--- src/rtl/bnn_neuron_sequencer.sv ---
// Binary-neuron sequencer: streams CHUNKS xnor chunks through an external popcount,
// accumulates, thresholds. Optional macro BNN_SIGNED_SUM_EN selects a signed ±1 sum_out.
module bnn_neuron_sequencer #(
    parameter int INPUTS       = 8,
    parameter int COUNTER_BITS = 4,
    parameter int CHUNKS       = 4,
    parameter int ACC_BITS     = 6
) (
    input  logic                    clk,
    input  logic                    rst_n,
    input  logic                    start,
    input  logic                    clear,
    input  logic [ACC_BITS-1:0]     threshold,
    input  logic                    in_valid,
    output logic                    in_ready,
    input  logic [INPUTS-1:0]       in_data,
    input  logic [INPUTS-1:0]       in_weight,
    output logic [INPUTS-1:0]       pc_vec,
    input  logic [COUNTER_BITS-1:0] pc_count,
    output logic                    busy,
    output logic                    out_valid,
    input  logic                    out_ready,
    output logic                    out_bit,
    output logic [ACC_BITS:0]       sum_out
);

    localparam int BEAT_W = (CHUNKS > 1) ? $clog2(CHUNKS) : 1;
    localparam int TOTAL  = INPUTS * CHUNKS;

    if (CHUNKS < 1) begin : g_bad_chunks
        $error("bnn_neuron_sequencer: CHUNKS must be at least 1");
    end
    if (INPUTS > (2 ** COUNTER_BITS) - 1) begin : g_bad_counter
        $error("bnn_neuron_sequencer: COUNTER_BITS cannot hold INPUTS");
    end
    if (TOTAL > (2 ** ACC_BITS) - 1) begin : g_bad_acc
        $error("bnn_neuron_sequencer: ACC_BITS cannot hold INPUTS*CHUNKS");
    end

    typedef enum logic [1:0] {
        S_IDLE,
        S_ACCUM,
        S_COMPARE,
        S_DONE
    } state_e;

    state_e              state_q, state_d;
    logic [ACC_BITS-1:0] acc_q, acc_d;
    logic [BEAT_W-1:0]   beat_q, beat_d;
    logic [ACC_BITS-1:0] thr_q, thr_d;
    logic                out_bit_q, out_bit_d;
    logic [ACC_BITS:0]   sum_q, sum_d;

    assign pc_vec    = ~(in_data ^ in_weight);
    assign in_ready  = (state_q == S_ACCUM);
    assign busy      = (state_q != S_IDLE);
    assign out_valid = (state_q == S_DONE);
    assign out_bit   = out_bit_q;
    assign sum_out   = sum_q;

    always_comb begin
        // NOTE: every *_d gets a hold default first so no path through the case infers a latch.
        state_d   = state_q;
        acc_d     = acc_q;
        beat_d    = beat_q;
        thr_d     = thr_q;
        out_bit_d = out_bit_q;
        sum_d     = sum_q;

        if (clear) begin
            state_d   = S_IDLE;
            acc_d     = '0;
            beat_d    = '0;
            out_bit_d = 1'b0;
            sum_d     = '0;
        end else begin
            unique case (state_q)
                S_IDLE: begin
                    if (start) begin
                        thr_d   = threshold;
                        acc_d   = '0;
                        beat_d  = '0;
                        state_d = S_ACCUM;
                    end
                end
                S_ACCUM: begin
                    if (in_valid) begin
                        acc_d  = acc_q + ACC_BITS'(pc_count);
                        beat_d = beat_q + 1'b1;
                        if (beat_q == BEAT_W'(CHUNKS - 1)) begin
                            beat_d  = '0;
                            state_d = S_COMPARE;
                        end
                    end
                end
                S_COMPARE: begin
                    out_bit_d = (acc_q >= thr_q);
`ifdef BNN_SIGNED_SUM_EN
                    // 2*acc - N maps the match count onto the ±1 dot product.
                    sum_d     = {acc_q, 1'b0} - (ACC_BITS + 1)'(TOTAL);
`else
                    sum_d     = {1'b0, acc_q};
`endif
                    state_d   = S_DONE;
                end
                S_DONE: begin
                    if (out_ready) state_d = S_IDLE;
                end
                default: state_d = S_IDLE;
            endcase
        end
    end

    // NOTE: state registers use non-blocking assignments only, so every flop samples pre-edge values.
    always_ff @(posedge clk or negedge rst_n) begin
        if (!rst_n) begin
            state_q   <= S_IDLE;
            acc_q     <= '0;
            beat_q    <= '0;
            thr_q     <= '0;
            out_bit_q <= 1'b0;
            sum_q     <= '0;
        end else begin
            state_q   <= state_d;
            acc_q     <= acc_d;
            beat_q    <= beat_d;
            thr_q     <= thr_d;
            out_bit_q <= out_bit_d;
            sum_q     <= sum_d;
        end
    end

endmodule

--- config.mk ---
export PLATFORM = sky130hd
export DESIGN_NAME = bnn_neuron_sequencer
export DESIGN_NICKNAME = d
export VERILOG_FILES = /design/src/rtl/bnn_neuron_sequencer.sv
export SDC_FILE = /design/constraint.sdc
export NUM_CORES = 1
export LEC_CHECK = 0
export CAP_MARGIN = 20
export CORE_ASPECT_RATIO = 1.4
export CORE_MARGIN = 3
export CORE_UTILIZATION = 30
export CTS_CLUSTER_DIAMETER = 80
export DETAILED_ROUTE_END_ITERATION = 12
export SLEW_MARGIN = 10
export SYNTH_ARGS = -nofsm -noshare
export SYNTH_HDL_FRONTEND = slang
export SYNTH_SLANG_ARGS = --single-unit
--- constraint.sdc ---
create_clock -name clk -period 2.64 [get_ports clk]
set_input_delay 0.528 -clock clk [delete_from_list [all_inputs] [get_ports clk]]
set_output_delay 0.528 -clock clk [all_outputs]
set_load 0.02 [all_outputs]
# Yosys cells after proc, flatten, opt, wreduce, memory -nomap -nowiden
# Index checks and enable logic that the tools add are counted.
word_totals:
  wordCells: 46
  n_memories: 0
  latchBits: 0
  register_bits: 24
  in_bits: 32
  mem_bits_rw: 0
  mem_bits_ro: 0
op_classes:
  mul: 0
  bitwise_logic: 3
  n_reduce_logical: 7
  addsub: 2
  n_lt_le_gt_ge: 1
  eq_ne: 8
  n_div: 0
  n_mux: 19
  n_shift: 0
ops:
  columns: ["cell", "count"]
  rows:
  - ["$mux 2", 9]
  - ["$mux 6", 3]
  - ["$mux 7", 2]
  - ["$pmux 6 s2", 1]
  - ["$not 8->8", 1]
  - ["$pmux 2 s4", 1]
  - ["$xor 8x8->8", 1]
  - ["$add 6x4->6", 1]
  - ["$eq 2x2->1 const B", 3]
  - ["$ge 6x6->1", 1]
  - ["$ne 3x2->1 const B", 2]
  - ["$ne 3x3->1 const B", 2]
  - ["$reduce_and 3->1", 2]
  - ["$pmux 2 s2", 1]
  - ["$reduce_and 4->1", 1]
  - ["$reduce_bool 2->1", 2]
  - ["$reduce_bool 3->1", 1]
  - ["$add 2x1->2 const B", 1]
  - ["$eq 2x1->1 const B", 1]
  - ["$logic_not 2->1", 1]
  - ["$mux 1", 2]
  - ["$not 1->1", 1]

# Longest topological paths before layout
depth:
  word_depth: 5
  depth_mapped: 7

# Worst setup path after synthesis
# Ideal clock, no wire load.
synth_path:
  path_kind: "flip-flop to flip-flop"
  start: "register state_q[1]"
  end: "register acc_q[5]"
  arrival_time_ns: 1.748
  n_path_buf: 1
  required_time_ns: 2.571
  path_slack_ns: 0.823
  stages_incl_launch_ff: 8
  setup_ns: 0.069
  path_cell_list: "dfrtp_1 -> inv_1 -> ha_1 -> or2_2 -> a31oi_1 -> buf_2 -> or4_1 -> nand3_1"
synth_between:
  elab_chain_cells: 3
  word_cells_on_any_way: 8
  cone_classes: "eq/ne (3); mux (2); reduce/logical (3)"
synth_rtl:
  columns: ["item", "line_no", "source"]
  rows:
  - ["start, declared", "47", "state_e state_q, state_d;"]
  - ["start signal, assigned", "124", "state_q <= state_d;"]
  - ["$eq 2x1->1 (*)", null, null]
  - ["net in_ready", "15", "output logic in_ready,"]
  - ["$ne 3x3->1 (no source line) (tied with other cells)", null, null]
  - ["$reduce_and 3->1 (no source line) or $mux 6 (tied branches)", null, null]
  - ["end signal, assigned", "118", "acc_q <= '0;"]
  - ["end signal, assigned", "125", "acc_q <= acc_d;"]
  - ["end, declared", "48", "logic [ACC_BITS-1:0] acc_q, acc_d;"]
# Mark *: on every way through the listed nets, which the timed path passes. The rest lies on a longest branch.
# A chain may end at the register's enable or synchronous reset.

# Worst setup path in the final report
layout_path:
  start: "input port in_data[4]"
  end: "output port pc_vec[4]"
layout_between:
  elab_chain_cells: 2
layout_rtl:
  columns: ["item", "line_no", "source"]
  rows:
  - ["start, declared", "16", "input logic [INPUTS-1:0] in_data,"]
  - ["$xor 8x8->8", "54", "assign pc_vec = ~(in_data ^ in_weight);"]
  - ["$not 8->8", "54", null]
  - ["end, declared", "18", "output logic [INPUTS-1:0] pc_vec,"]
# No other way between the ends.

==> flow_summary.ini <==
[clocking]
insertion_delay_ns = 0.27
hold_buffers = 0
clock_sinks = 23
clock_path_buffers = 2
cts.clk_slew.worst_paths_ns = 0.09
cts_buffers = 3
cts_setup_buffers = 0
cts_resized = 0
h-tree-depth = 1
cts_tree = done
clock-root-buffer = clkbuf_8

[yosys]
synth-async-reset-ratio_pct = 100.0
synth_nets = 175
synth_edf_count = 0
postSynthAreaPerCell_um2 = 10.89
seq_area_frac_synth_pct = 41.63
ys.flop_type = dfrtp_1
netlist_area_mm2 = 0.001383
synth_warnings = 0
synth.distinct_cells = 32
synth-seq-cells = 23
synthCells = 127

[status]
status = complete, no violations

[hold_path]
min-delay-start = thr_q[3]$_DFFE_PN0P_
hold_path_depth = 1
hold_path.class = reg -> reg
min_to = thr_q[3]$_DFFE_PN0P_

[placement]
post-place-cells = 235
post_dp_cell_area_mm2 = 0.001949
port-buffer-count = 49
place.gp.congestion = 0.7088
dpl.hpwl_um = 2493

[detailed_routing]
drc = 0
vias_per_cell = 4.527
first_pass_iters = 3
wirelength_um = 3082
final_antenna_net_count = 0
first_iter_violations = 17
routedWlPerCell_um = 12.90
route.vias.total = 1082

[grt]
antenna_found_initial = 0
grt_usage_pct = 11.54
grt_pass1_wl_um = 5085
globalRoute.totalOverflow = 0
grt_pass1_vias = 1134
grt_max_degree = 24

[power_and_ir_drop]
p_leak_nw = 0.9265
power_density_mw_per_mm2 = 634.1
peakVddDrop_mv = 0.3207
power_mw = 1.266

[timing]
skew_ns = 0.007148
setup_violations = 0
final_hold_viol_count = 0
fin_crit_sh_pct = 86.28
fin_tns_setup_ns = 0
period_needed_ns = 2.278
final_max_slew_viol_count = 0
fmax_mhz = 439.0
rsz0062_at_grt = false

[worst_setup_path]
cp.arrival_ns = 1.75
r2r-start = state_q[1]$_DFFE_PN0P_
r2r_end = acc_q[5]$_DFFE_PN0P_
crit_path_start_kind = input pin
required_ns = 2.11
crit_path_end_kind = output port
reg2reg_slack_ns = 0.84
path_class = in -> out
reg2reg_depth = 7
cp_max_fo = 1

[die]
dieArea_mm2 = 0.005471
die_w_um = 63.38
io_pins = 51
rows = 28
fp.coreArea_mm2 = 0.004344
die_h_um = 86.33
initial_core_util_pct = 31.83

[final_layout]
n_antenna_cell = 0
syn2layout_area_growth_pct = 44.34
stdcell_count = 239
utilization_pct = 45.94
fin_area_mm2 = 0.001996
nets = 228
drive_gt1_share_pct = 7.821
nFillCells = 465

[job]
maxCapViolations = 0
## logic make-up after synthesis
family / Yosys count / synth area share (%)
AND/OR/NAND/NOR: 30 / 11.40
flip-flops: 23 / 41.63
AO/OA/AOI/OAI: 18 / 10.23
adder cells (fa/ha/maj): 16 / 15.02
buffers and inverters: 15 / 4.525
multiplexers: 13 / 9.955
XOR/XNOR: 11 / 6.968
other: 1 / 0.2712
## power by group
| part | switching, mW | internal [mW] |
|---|---|---|
| Clock | 0.116 | 0.105 |
| Combinational | 0.268 | 0.297 |
| Sequential | 0.0520 | 0.427 |
## through the flow
stage               setup WS [ns]  hold slack (ns)
finish                     0.3621           0.5154
global route               0.3004           0.5337
CTS                        0.3448           0.5189
detailed placement         0.3485           0.4992
global placement           0.3794           0.4931
floorplan                  0.8233           0.2324
## synthesized netlist by cell type (2+ instances only)
cell       number  share of area, %
o2111ai_1       2               1.3
nor2_1          9               2.4
dfrtp_1        23                42
mux2i_1         7               5.1
a22o_1          5               3.2
nand3_1         4               1.4
a21oi_1         2              0.72
nand2b_1        3               1.4
a21o_1          5               2.7
or2b_1          2               1.1
and3_1          2              0.90
ha_1           15                14
inv_1          11               3.0
nand2_1         3              0.81
or4_1           2               1.1
mux2_2          6               4.9
xnor2_1        10               6.3
buf_2           2              0.72
## worst max-delay path: stages
cell and delay [ns]:
clkdlybuf4s50_1 0.48, xnor2_1 0.12, clkdlybuf4s50_1 0.62
## registers in the layout (all words and copies together), names as in the netlist
signal / count
out_bit: 1
state_q: 2
acc_q: 6
sum_out: 6
thr_q: 6
beat_q: 2
## metal layers
metal / up-vias / global-route usage (%) / share of wire (%)
met3: 4 / 2.464 / 6.4
li1: 539 / - / -
met4: 0 / 4.126 / 1.4
met2: 34 / 20.34 / 50
met1: 505 / 13.77 / 42
met5: - / 0 / 0
## cell type report
| class | instances | area (µm²) | area share (%) |
|---|---|---|---|
| timing repair buffer | 52 | 513.0 | 25.71 |
| sequential | 23 | 575.6 | 28.84 |
| clock inverter | 1 | 5.005 | 0.2508 |
| tap | 60 | 75.07 | 3.762 |
| clock buffer | 3 | 41.29 | 2.069 |
| multi-input combinational | 89 | 744.5 | 37.30 |
| inverter | 11 | 41.29 | 2.069 |
## layout by cell type (no fill, tap or decap), types with 3 or more instances in the layout
master and count:
clkdlybuf4s50_1 49, dfrtp_1 23, ha_1 15, inv_1 11, xnor2_1 10, nor2_1 9
mux2i_1 7, mux2_2 6, a21o_1 5, a22o_1 5, nand3_1 4, nand2b_1 3
nand2_1 3, clkbuf_8 3, buf_4 3
## worst max-delay path by stage
stage                      startpoint                    to
2_1_floorplan  state_q[1]$_DFFE_PN0P_  acc_q[5]$_DFFE_PN0P_
3_3_place_gp             in_weight[4]             pc_vec[4]
3_5_place_dp             in_weight[4]             pc_vec[4]
4_1_cts                    in_data[4]             pc_vec[4]
5_1_grt                  in_weight[0]             pc_vec[0]
6_report                   in_data[4]             pc_vec[4]
Note: power is estimated with default switching activity, not from simulation.
